File: config.mk
export PLATFORM = sky130hd
export DESIGN_NAME = stage_sequencer
export DESIGN_NICKNAME = d
export VERILOG_FILES = /design/src/rtl/seq_pkg.sv /design/src/rtl/stage_sequencer_wait_timer.sv /design/src/rtl/stage_sequencer.sv
export SDC_FILE = /design/constraint.sdc
export NUM_CORES = 1
export LEC_CHECK = 0
export ABC_AREA = 1
export ABC_CLOCK_PERIOD_IN_PS = 1900
export CORE_MARGIN = 1.5
export CORE_UTILIZATION = 37
export CTS_CLUSTER_DIAMETER = 30
export CTS_CLUSTER_SIZE = 40
export DETAILED_ROUTE_END_ITERATION = 10
export PLACE_DENSITY_LB_ADDON = 0.1
export SETUP_SLACK_MARGIN = 0.5
export SYNTH_ARGS = -nofsm -noshare
export SYNTH_HDL_FRONTEND = slang
export SYNTH_HIERARCHICAL = 1
export SYNTH_SLANG_ARGS = --single-unit
File: constraint.sdc
create_clock -name clock -period 1.9 [get_ports clock]
set_input_delay 0.19 -clock clock [delete_from_list [all_inputs] [get_ports clock]]
set_output_delay 0.19 -clock clock [all_outputs]
set_load 0.05 [all_outputs]
File: src/rtl/seq_pkg.sv
// Shared types for the multicycle stage sequencer: state encoding and state width.
package seq_pkg;

  localparam int STATE_W = 3;

  typedef enum logic [STATE_W-1:0] {
    ST_IDLE = 3'd0,
    ST_IF   = 3'd1,
    ST_ID   = 3'd2,
    ST_EX   = 3'd3,
    ST_MEM  = 3'd4,
    ST_WB   = 3'd5,
    ST_HALT = 3'd6
  } seq_state_e;

  // States that wait on mem_ready and are therefore covered by the timeout.
  function automatic logic is_mem_wait(input seq_state_e s);
    return (s == ST_IF) || (s == ST_MEM);
  endfunction

endpackage

File: src/rtl/stage_sequencer_wait_timer.sv
// Memory wait timer: counts stalled cycles in a waiting state and flags the
// terminal count (MEM_TIMEOUT-1). Cleared whenever the sequencer changes state.
module wait_timer
  import seq_pkg::*;
#(
  parameter int TMO_W       = 4,
  parameter int MEM_TIMEOUT = 15
) (
  input  logic clock,
  input  logic reset,
  input  logic clear,
  input  logic count,
  output logic expired
);

  localparam logic [TMO_W-1:0] TERM_CNT = TMO_W'(MEM_TIMEOUT - 1);

  logic [TMO_W-1:0] timer;

  // Stall cycle counter; clear has priority so a fresh state always starts at 0.
  always_ff @(posedge clock) begin
    if (!reset) begin
      timer <= '0;
    end else if (clear) begin
      timer <= '0;
    end else if (count) begin
      timer <= timer + 1'b1;
    end
  end

  assign expired = (timer == TERM_CNT);

endmodule

File: src/rtl/stage_sequencer.sv
// Multicycle stage sequencer: walks each instruction through IF/ID/EX/MEM/WB,
// owns the branch decision (pc_src) and the PC write strobe, and halts with a
// sticky mem_err if memory fails to respond in IF or MEM.
// Optional build macro PERF_CNT_EN adds instr_cnt / stall_cnt perf counters.
//
// state | meaning
// IDLE  | waiting for start
// IF    | instruction fetch, waits on mem_ready (timed)
// ID    | decode; halt_req sampled here
// EX    | execute; branch & alu_zero sampled into pc_src on exit
// MEM   | load/store access, waits on mem_ready (timed)
// WB    | write back; pc_write strobe
// HALT  | terminal until reset (halt instruction or memory timeout)
module stage_sequencer
  import seq_pkg::*;
#(
  parameter int MEM_TIMEOUT = 15,
  parameter int TMO_W       = 4
`ifdef PERF_CNT_EN
  ,
  parameter int CNT_W       = 32
`endif
) (
  input  logic               clock,
  input  logic               reset,
  input  logic               start,
  input  logic               branch,
  input  logic               alu_zero,
  input  logic               mem_access,
  input  logic               mem_ready,
  input  logic               halt_req,
  output logic               if_en,
  output logic               id_en,
  output logic               ex_en,
  output logic               mem_en,
  output logic               wb_en,
  output logic               pc_write,
  output logic               pc_src,
  output logic               busy,
  output logic               halted,
  output logic               mem_err,
  output logic [STATE_W-1:0] state
`ifdef PERF_CNT_EN
  ,
  output logic [CNT_W-1:0]   instr_cnt,
  output logic [CNT_W-1:0]   stall_cnt
`endif
);

  seq_state_e state_q;
  seq_state_e state_d;
  logic       tmo_expired;
  logic       tmo_clear;
  logic       tmo_count;
  logic       tmo_fire;

  // A state change restarts the wait timer; only stalled IF/MEM cycles advance it.
  assign tmo_clear = (state_d != state_q);
  assign tmo_count = is_mem_wait(state_q) && !mem_ready;

  wait_timer #(
    .TMO_W       (TMO_W),
    .MEM_TIMEOUT (MEM_TIMEOUT)
  ) u_wait_timer (
    .clock   (clock),
    .reset   (reset),
    .clear   (tmo_clear),
    .count   (tmo_count),
    .expired (tmo_expired)
  );

  // Next-state logic; mem_ready beats a simultaneous timer expiry.
  always_comb begin
    state_d  = state_q;
    tmo_fire = 1'b0;
    unique case (state_q)
      ST_IDLE: if (start) state_d = ST_IF;
      ST_IF: begin
        if (mem_ready) begin
          state_d = ST_ID;
        end else if (tmo_expired) begin
          state_d  = ST_HALT;
          tmo_fire = 1'b1;
        end
      end
      ST_ID:   state_d = halt_req ? ST_HALT : ST_EX;
      ST_EX:   state_d = mem_access ? ST_MEM : ST_WB;
      ST_MEM: begin
        if (mem_ready) begin
          state_d = ST_WB;
        end else if (tmo_expired) begin
          state_d  = ST_HALT;
          tmo_fire = 1'b1;
        end
      end
      ST_WB:   state_d = ST_IF;
      ST_HALT: state_d = ST_HALT;
      default: state_d = ST_IDLE;
    endcase
  end

  // State, branch decision and sticky error registers.
  always_ff @(posedge clock) begin
    if (!reset) begin
      state_q <= ST_IDLE;
      pc_src  <= 1'b0;
      mem_err <= 1'b0;
    end else begin
      state_q <= state_d;
      if (state_q == ST_EX) pc_src <= branch & alu_zero;
      if (tmo_fire) mem_err <= 1'b1;
    end
  end

`ifdef PERF_CNT_EN
  // Retired-instruction and memory-stall counters; HALT has no WB or wait cycles so both freeze.
  always_ff @(posedge clock) begin
    if (!reset) begin
      instr_cnt <= '0;
      stall_cnt <= '0;
    end else begin
      if (state_q == ST_WB) instr_cnt <= instr_cnt + 1'b1;
      if (tmo_count) stall_cnt <= stall_cnt + 1'b1;
    end
  end
`endif

  assign if_en    = (state_q == ST_IF);
  assign id_en    = (state_q == ST_ID);
  assign ex_en    = (state_q == ST_EX);
  assign mem_en   = (state_q == ST_MEM);
  assign wb_en    = (state_q == ST_WB);
  assign pc_write = (state_q == ST_WB);
  assign busy     = (state_q != ST_IDLE) && (state_q != ST_HALT);
  assign halted   = (state_q == ST_HALT);
  assign state    = state_q;

endmodule
==> flow_summary.yaml, run 1 <==
run_status:
  outcome: "finished, final reports clean"
route:
  drc: 0
  drtIter0Drc: 16
  final_antenna_net_count: 0
  met1_length_um: 699
  viasPerCell: 5.156
  vias: 696
  met2_length_um: 689
  first_pass_iters: 4
  wirelength_um: 1521
  route.top_layer_used: "met4"
  wl_per_cell_um: 11.27
  met3_length_um: 102
pwr:
  swShare: 0.4111
  power.share.clock: 0.232
  p_per_area_nw_per_um2: 678.3
  ir_drop_mv: 0.4251
  p_int_w: 0.0003758
  comb_power_share: 0.431
  switching_power_w: 0.0002623
  p_leak_nw: 0.4350
  seqPwrFrac: 0.337
timing:
  max_slew.worst_pin.slew_ns: 0.4933
  hold_viol: 0
  post-route-period-util: 0.9075
  fmax_mhz: 579.9
  fin_crit_ns: 1.724
  final_max_slew_viol_count: 0
  setup_viol: 0
  rsz0062_at_grt: "true"
  clock-skew-final_ns: 0.0005647
  max-slew-margin-rel: 0.6724
  fin_setup_tns_ns: 0
placement:
  place_hpwl_um: 1098
  place_area_um2: 804.5
  gp_congestion: 0.7895
  port-buffer-count: 20
  dp_cells: 126
critical_path:
  rr_worst_depth: 14
  critPathRequiredTime_ns: 2.09
  cp_slowest_cell: "dfxtp_4"
  crit_path_max_fanout: 4
  crit_chain: "inv_2, ha_2, and3_4, inv_4, nor2_4, nand3_2, nand2_2, o21bai_1, nand2_1, nor2_1, nand2_2, nor2_4, o21ai_1, a21oi_1"
  path_buf_inv: 2
  critPathArrivalTime_ns: 1.91
  r2r_setup_slack_ns: 0.18
  reg2reg_to: "u_wait_timer/timer[0]"
  path_depth: 14
  reg2reg_from: "u_wait_timer/timer[0]"
  critPathKind: "flip-flop to flip-flop"
  critical_path.top_delay_family: "simple AND/OR/NAND/NOR gates"
  cp-start-kind: "flip-flop"
  slowest_delay_ns: 0.35
  cp-end-kind: "flip-flop"
final_layout:
  syn_to_final_growth_pct: 65.64
  fin_area_um2: 940.9
  drive_above_1_share: 0.4250
  antenna_cells: 0
  fin_util: 0.6886
  stdcell_count: 135
  fillers: 125
  final_nets: 131
clocking:
  clock-sinks: 9
  cts_tree: "built"
  path_clk_slew_ns: 0.06
  clock_path_buffers: 2
  clk_latency_ns: 0.26
  cts_made_buffers: 3
  cts-root-buf: "clkbuf_4"
  h-tree-depth: 1
grt:
  antenna_found_initial: 0
  gr-total-overflow: 0
  grt_max_degree: 9
  first_global_vias: 650
  grt_pass1_wl_um: 2677
  grt_use_total: 0.1933
min_path:
  hp-class: "flip-flop to flip-flop"
  hold_path_depth: 2
  min_from: "pc_src"
  hold_end: "pc_src"
die:
  io_pins: 21
  start_util: 0.4158
  coreArea_um2: 1366
  die_w_um: 42.18
  core.rowCount: 13
  dieArea_um2: 1779
  die_y_um: 42.18
synthesis:
  synth_warnings: 6
  synth_nets: 102
  syn_area_um2: 568.0
  ys_types: 19
  synth-seq-cells: 9
  avgSynthCellArea_um2: 6.174
  yosysSeqAreaShare: 0.3172
  netlist_instances: 92
flow_run:
  maxCapViolCount: 0
[cells by family after synthesis]
family                     share of synthesized area
and+or+nand+nor                               0.3789
AOI/OAI and AO/OA                             0.1476
buffers and inverters                         0.1123
adders and majority gates                    0.04405
DFF                                           0.3172
[through the flow]
stage                     power (W)  hold slack [ns]  setup slack [ns]
final                     0.0006382           0.4649            0.1757
after global routing      0.0006783           0.4996           0.04922
after CTS                 0.0006231           0.4685            0.1867
after detailed placement  0.0004565           0.4588            0.1247
after global placement    0.0004518           0.4568            0.1782
after floorplan           0.0003864           0.3532            0.2811
[registers in the layout, summed over array words and instances, names as in the netlist]
register            flops
u_wait_timer/timer      4
state                   3
mem_err                 1
pc_src                  1
[cell usage in the layout, fill, tap and decap left out, types with 4 or more instances in the layout]
cell type / n
nand2_1: 15
inv_1: 10
nor2_1: 9
buf_4: 8
nand3_1: 7
clkdlybuf4s50_1: 7
a21oi_1: 6
nor2_2: 5
nand2_2: 5
nor2_4: 5
buf_6: 5
dfxtp_1: 4
dfxtp_4: 4
[Yosys cell counts]
library cell | number | share of area
inv_1 | 14 | 0.093
nand3_2 | 1 | 0.018
o211ai_1 | 1 | 0.013
nor3_1 | 1 | 0.0088
o21bai_1 | 1 | 0.013
inv_2 | 1 | 0.0066
o21ai_2 | 1 | 0.015
nand3_1 | 8 | 0.070
o21ai_1 | 1 | 0.0088
nor2_2 | 2 | 0.022
nand2_1 | 19 | 0.13
o21ai_0 | 2 | 0.018
ha_1 | 2 | 0.044
dfxtp_1 | 9 | 0.32
and3_1 | 1 | 0.011
nor2_1 | 17 | 0.11
buf_4 | 1 | 0.013
nand2_2 | 1 | 0.011
a21oi_1 | 9 | 0.079
[metal layers]
metal,vias to the layer above,track usage
met5,-,0
met2,25,0.2954
met3,4,0.06034
met4,0,0.07500
met1,315,0.2513
li1,352,-
[repair_timing]
action                     CTS  global route
setup endpoints to repair   13            16
pin swaps                   11             7
gates cloned                 0             0
hold buffers                 0             0
buffers inserted             3             2
gates resized for setup     18            14
[area by class of cell]
cell class / count / area, µm² / area share
Clock buffer: 4 / 26.28 / 0.02793
Inverter: 15 / 65.06 / 0.06915
Multi-Input combinational cell: 67 / 406.6 / 0.4322
Sequential cell: 9 / 196.4 / 0.2088
Tap cell: 15 / 18.77 / 0.01995
Timing Repair Buffer: 25 / 227.7 / 0.2420
[power groups by stage]
stage | logic, W | registers (W) | clock network, W
2_1_floorplan | 0.000146 | 0.000241 | 0
3_3_place_gp | 0.000230 | 0.000221 | 0
3_5_place_dp | 0.000235 | 0.000222 | 0
4_1_cts | 0.000253 | 0.000217 | 0.000153
5_1_grt | 0.000297 | 0.000217 | 0.000164
6_report | 0.000275 | 0.000215 | 0.000148
[worst max-delay path by stage]
| stage | start | to | slack (ns) |
|---|---|---|---|
| floorplan | u_wait_timer/timer[0] | u_wait_timer/timer[0] | 0.28 |
| global placement | u_wait_timer/timer[0] | u_wait_timer/timer[0] | 0.18 |
| detailed placement | u_wait_timer/timer[0] | u_wait_timer/timer[0] | 0.12 |
| CTS | u_wait_timer/timer[0] | u_wait_timer/timer[1] | 0.19 |
| global route | u_wait_timer/timer[0] | u_wait_timer/timer[1] | 0.05 |
| finish | u_wait_timer/timer[0] | u_wait_timer/timer[0] | 0.18 |
[worst min-delay path, stage by stage, from the launching register on]
cell	delay, ns
dfxtp_1	0.31
nand2_1	0.06
a21oi_1	0.05
Power figures use the tool's default switching activity.
==> run 2, diff against run 1 <==
--- a/config.mk
+++ b/config.mk
@@ -7,8 +7,10 @@
 export LEC_CHECK = 0
 export ABC_AREA = 1
 export ABC_CLOCK_PERIOD_IN_PS = 1900
+export CELL_PAD_IN_SITES_DETAIL_PLACEMENT = 0
+export CELL_PAD_IN_SITES_GLOBAL_PLACEMENT = 1
 export CORE_MARGIN = 1.5
-export CORE_UTILIZATION = 37
+export CORE_UTILIZATION = 28
 export CTS_CLUSTER_DIAMETER = 30
 export CTS_CLUSTER_SIZE = 40
 export DETAILED_ROUTE_END_ITERATION = 10
==> run 2 against run 1 <==
Against the previous run: highest routed layer unchanged; cell count is 11% higher; non-clock buffer count is 3 higher; combinational power is 6% higher; clock-buffer cell count stayed put.
==> flow_summary.yaml, run 2 (same netlist as run 1, synthesis figures left out) <==
clocking:
  cts_tree: "built"
  clock-sinks: 9
  cts_made_buffers: 3
  path_clk_slew_ns: 0.06
  h-tree-depth: 1
  cts-root-buf: "clkbuf_4"
  ctsHoldBuffers: 0
  clk_latency_ns: 0.25
  clock_path_buffers: 2
final_layout:
  antenna_cells: 0
  final_nets: 134
  final_common_cell: "nand2_1"
  mostFrequentLayoutCells: "15 x nand2_1, 11 x buf_4, 9 x inv_1"
  largest_reg_flops: 4
  fillers: 214
  fin_util: 0.5187
  drive_above_1_share: 0.4634
  regMostFlops: "u_wait_timer/timer"
  syn_to_final_growth_pct: 77.31
grt:
  grt.met2_usage: 0.2347
  first_global_vias: 513
  met1_usage: 0.1802
  antenna_found_initial: 0
  grt_max_degree: 9
  grt_use_total: 0.1421
  met3_usage: 0.02264
  grt.busiest_layer: "met2"
  gr-total-overflow: 0
  grt_pass1_wl_um: 2242
route:
  drtIter0Drc: 12
  vias: 657
  drc: 0
  wl_per_cell_um: 10.22
  final_antenna_net_count: 0
  wirelength_um: 1533
  viasPerCell: 4.380
  first_pass_iters: 4
critical_path:
  crit_path_max_fanout: 4
  cp-end-kind: "flip-flop"
  critPathKind: "flip-flop to flip-flop"
  cp_slowest_cell: "dfxtp_4"
  cp-start-kind: "flip-flop"
  critPathArrivalTime_ns: 1.89
  path_buf_inv: 2
  slowest_delay_ns: 0.35
  reg2reg_from: "u_wait_timer/timer[0]"
  r2r_setup_slack_ns: 0.19
  rr_worst_depth: 14
  critical_path.top_delay_family: "simple AND/OR/NAND/NOR gates"
  critPathRequiredTime_ns: 2.08
  crit_chain: "inv_2, ha_4, and3_4, inv_4, nor2_4, nand3_2, nand2_2, o21bai_1, nand2_1, nor2_1, nand2_1, nor2_4, o21ai_1, a21oi_1"
  reg2reg_to: "u_wait_timer/timer[1]"
timing:
  post-route-period-util: 0.9005
  max-slew-margin-rel: 0.6728
  fin_crit_ns: 1.711
  clock-skew-final_ns: 0.001255
  final_max_slew_viol_count: 0
  fin_setup_tns_ns: 0
  setup_viol: 0
  rsz0062_at_grt: "true"
  max_slew.worst_pin.slew_ns: 0.4928
  fmax_mhz: 584.5
  hold_viol: 0
placement:
  gp_congestion: 0.7438
  place_hpwl_um: 1130
  port-buffer-count: 20
die:
  core.rowCount: 16
  io_pins: 21
  dieArea_um2: 2308
  coreArea_um2: 1942
  die_w_um: 48.04
  die_y_um: 48.04
  start_util: 0.2925
flow_run:
  maxCapViolCount: 0
min_path:
  hold_path_depth: 2
  hold_end: "mem_err"
  hp-class: "flip-flop to flip-flop"
  min_from: "mem_err"
pwr:
  p_per_area_nw_per_um2: 648.3
  ir_drop_mv: 0.3528
  p_leak_nw: 0.4565
run_status:
  outcome: "finished, final reports clean"
==> run 2: final cells by class <==
type	instances	area, µm²	area share
Multi-Input combinational cell	67	425.4	0.4224
Inverter	15	67.56	0.06708
Timing Repair Buffer	28	257.7	0.2559
Clock buffer	4	26.28	0.02609
Sequential cell	9	196.4	0.1950
Tap cell	27	33.78	0.03354
==> run 2: power breakdown <==
group	total (W)	internal [W]	switching [W]
combinational	0.000292	0.000113	0.000180
sequential	0.000219	0.000198	0.0000206
clock	0.000142	0.0000806	0.0000610
==> run 2: worst reg2reg max path, cell delays in order, from the launching register on <==
cell	delay [ns]
dfxtp_4	0.35
inv_2	0.04
ha_4	0.14
and3_4	0.18
inv_4	0.06
nor2_4	0.04
nand3_2	0.06
nand2_2	0.06
o21bai_1	0.16
nand2_1	0.07
nor2_1	0.08
nand2_1	0.09
nor2_4	0.13
o21ai_1	0.08
a21oi_1	0.11
==> run 2: worst max-delay path by stage <==
| stage | startpoint | to | slack, ns | depth (start not counted) |
|---|---|---|---|---|
| 6_report | u_wait_timer/timer[0] | u_wait_timer/timer[1] | 0.19 | 14 |
| 5_1_grt | u_wait_timer/timer[0] | u_wait_timer/timer[1] | 0.02 | 14 |
| 4_1_cts | u_wait_timer/timer[0] | u_wait_timer/timer[0] | 0.18 | 13 |
| 3_5_place_dp | u_wait_timer/timer[0] | u_wait_timer/timer[1] | 0.12 | 14 |
| 3_3_place_gp | u_wait_timer/timer[0] | u_wait_timer/timer[0] | 0.13 | 14 |
| 2_1_floorplan | u_wait_timer/timer[0] | u_wait_timer/timer[0] | 0.28 | 14 |
==> run 2: metal layers <==
metal,wire length [µm],part of all wire
met1,653,0.43
met4,13,0.0085
met3,55,0.036
met5,0,0
met2,811,0.53
==> run 2: metrics by stage <==
step	area, µm²	instances	total power (W)	setup slack, ns	hold slack, ns
finish	1007	150	0.0006530	0.1890	0.4629
global route	1007	150	0.0007038	0.02183	0.4934
CTS	933.4	148	0.0006206	0.1769	0.4647
detailed placement	819.5	138	0.0004551	0.1207	0.4536
global placement	819.5	138	0.0004552	0.1340	0.4503
floorplan	620.6	92	0.0003864	0.2811	0.3532
==> run 2: timing repair <==
action	4_1_cts	5_1_grt
gates resized for setup	20	21
setup buffers	6	2
pin swaps	8	6
endpoints found under the hold margin	0	0
setup endpoints to repair	12	16
==> run 3, diff against run 2 <==
--- a/config.mk
+++ b/config.mk
@@ -9,9 +9,10 @@
 export ABC_CLOCK_PERIOD_IN_PS = 1900
 export CELL_PAD_IN_SITES_DETAIL_PLACEMENT = 0
 export CELL_PAD_IN_SITES_GLOBAL_PLACEMENT = 1
+export CORE_ASPECT_RATIO = 1.2
 export CORE_MARGIN = 1.5
 export CORE_UTILIZATION = 28
-export CTS_CLUSTER_DIAMETER = 30
+export CTS_CLUSTER_DIAMETER = 60
 export CTS_CLUSTER_SIZE = 40
 export DETAILED_ROUTE_END_ITERATION = 10
 export PLACE_DENSITY_LB_ADDON = 0.1
==> run 3 against run 2 <==
Against the previous run: non-clock buffer count unchanged; via count up 3.2%; utilization up 2.2 points; routed wire length fell by 1.0%; critical endpoint is now u_wait_timer/timer[0]; highest routed layer unchanged.
==> flow_summary.yaml, run 3 (same netlist as run 1, synthesis figures left out) <==
timing:
  rsz0062_at_grt: "true"
  max_slew.worst_pin.slew_ns: 0.4879
  final_max_slew_viol_count: 0
  fin_setup_tns_ns: 0
  setup_viol: 0
  clock-skew-final_ns: 0.003651
  fin_crit_ns: 1.709
  max-slew-margin-rel: 0.6761
  fmax_mhz: 585.1
  post-route-period-util: 0.8995
  hold_viol: 0
final_layout:
  seqCellArea_um2: 196.4
  regMostFlops: "u_wait_timer/timer"
  largest_reg_flops: 4
  antenna_cells: 0
  fillers: 193
  stdcell_count: 142
  syn_to_final_growth_pct: 78.19
  final_nets: 134
  drive_above_1_share: 0.4715
  mostFrequentLayoutCells: "16 x nand2_1, 9 x buf_4, 8 x inv_1, 8 x nor2_1"
  multi_input_area_um2: 434.2
  final_common_cell: "nand2_1"
clocking:
  clock_path_buffers: 2
  clk_latency_ns: 0.25
  h-tree-depth: 1
  cts_tree: "built"
  ctsHoldBuffers: 0
  cts_made_buffers: 3
  path_clk_slew_ns: 0.06
  clock-sinks: 9
  cts-root-buf: "clkbuf_4"
die:
  io_pins: 21
  die_y_um: 52.34
  core.rowCount: 17
  coreArea_um2: 1872
  dieArea_um2: 2309
  start_util: 0.3035
  die_w_um: 44.12
critical_path:
  path_buf_inv: 2
  critPathArrivalTime_ns: 1.89
  slowest_delay_ns: 0.35
  crit_path_max_fanout: 4
  crit_chain: "inv_2, ha_4, and3_4, inv_4, nor2_4, nand3_2, nand2_2, o21bai_1, nand2_1, nor2_1, nand2_2, nor2_4, o21ai_2, a21oi_1"
  critPathRequiredTime_ns: 2.08
  critPathKind: "flip-flop to flip-flop"
  critical_path.top_delay_family: "simple AND/OR/NAND/NOR gates"
  cp-end-kind: "flip-flop"
  cp-start-kind: "flip-flop"
  cp_slowest_cell: "dfxtp_4"
grt:
  grt.met2_usage: 0.2623
  gr-total-overflow: 0
  grt_pass1_wl_um: 2449
  grt_max_degree: 9
  met3_usage: 0.04138
  antenna_found_initial: 0
  met1_usage: 0.1518
  grt.busiest_layer: "met2"
  grt_use_total: 0.1487
  first_global_vias: 604
route:
  viasPerCell: 4.775
  drc: 0
  wl_per_cell_um: 10.68
  final_antenna_net_count: 0
  wirelength_um: 1517
  drtIter0Drc: 20
  vias: 678
  first_pass_iters: 4
pwr:
  ir_drop_mv: 0.3795
  p_leak_nw: 0.4575
  finalPower_w: 0.0006541
  p_per_area_nw_per_um2: 646.2
min_path:
  hp-class: "flip-flop to flip-flop"
placement:
  place_hpwl_um: 1121
  gp_congestion: 0.7267
  dp_cells: 130
  port-buffer-count: 20
flow_run:
  maxCapViolCount: 0
run_status:
  outcome: "finished, final reports clean"
==> run 3: per-stage QoR <==
stage | hold slack, ns | cell area, µm² | util | worst slack (ns)
final | 0.4662 | 1012 | 0.5408 | 0.1910
after global placement | 0.4566 | 809.5 | 0.4325 | 0.1044
after CTS | 0.4729 | 900.9 | 0.4813 | 0.1735
after detailed placement | 0.4653 | 809.5 | 0.4325 | 0.1154
after floorplan | 0.3532 | 620.6 | - | 0.2811
after global routing | 0.5214 | 1012 | 0.5408 | 0.1106
==> run 3: area by class of cell <==
cell class | instances | share of cell area
flip-flops and latches | 9 | 0.1941
well taps | 19 | 0.02349
inverters | 15 | 0.06428
repair buffers | 28 | 0.2633
clock buffers | 4 | 0.02596
multi-input cells | 67 | 0.4289
==> run 3: worst register-to-register path, stage by stage (launching register included) <==
cell	delay, ns
dfxtp_4	0.35
inv_2	0.04
ha_4	0.15
and3_4	0.18
inv_4	0.06
nor2_4	0.04
nand3_2	0.08
nand2_2	0.06
o21bai_1	0.12
nand2_1	0.06
nor2_1	0.11
nand2_2	0.08
nor2_4	0.14
o21ai_2	0.07
a21oi_1	0.10
==> run 3: worst paths after layout <==
path                               from               endpoint  slack (ns)  cells after the start
setup / recovery  u_wait_timer/timer[0]  u_wait_timer/timer[0]        0.19                     14
hold / removal                   pc_src                 pc_src        0.47                      2
setup reg to reg  u_wait_timer/timer[0]  u_wait_timer/timer[0]        0.19                     14
hold reg to reg                  pc_src                 pc_src        0.47                      2
==> run 3: report_power, final <==
part	internal, W	total (W)	switching (W)
registers	0.000198	0.000216	0.0000172
logic	0.000111	0.000293	0.000182
clock network	0.0000808	0.000145	0.0000647
total	0.000390	0.000654	0.000264
==> run 3: what timing repair did <==
action,CTS,global route
setup endpoints to repair,13,15
buffers inserted,5,3
resized for setup,15,25
pin swaps,5,6
==> run 3: per-layer routing <==
metal | share of wire | vias to the layer above
met5 | 0 | -
met4 | 0.011 | 0
met3 | 0.043 | 2
met2 | 0.55 | 13
met1 | 0.39 | 304
li1 | - | 359
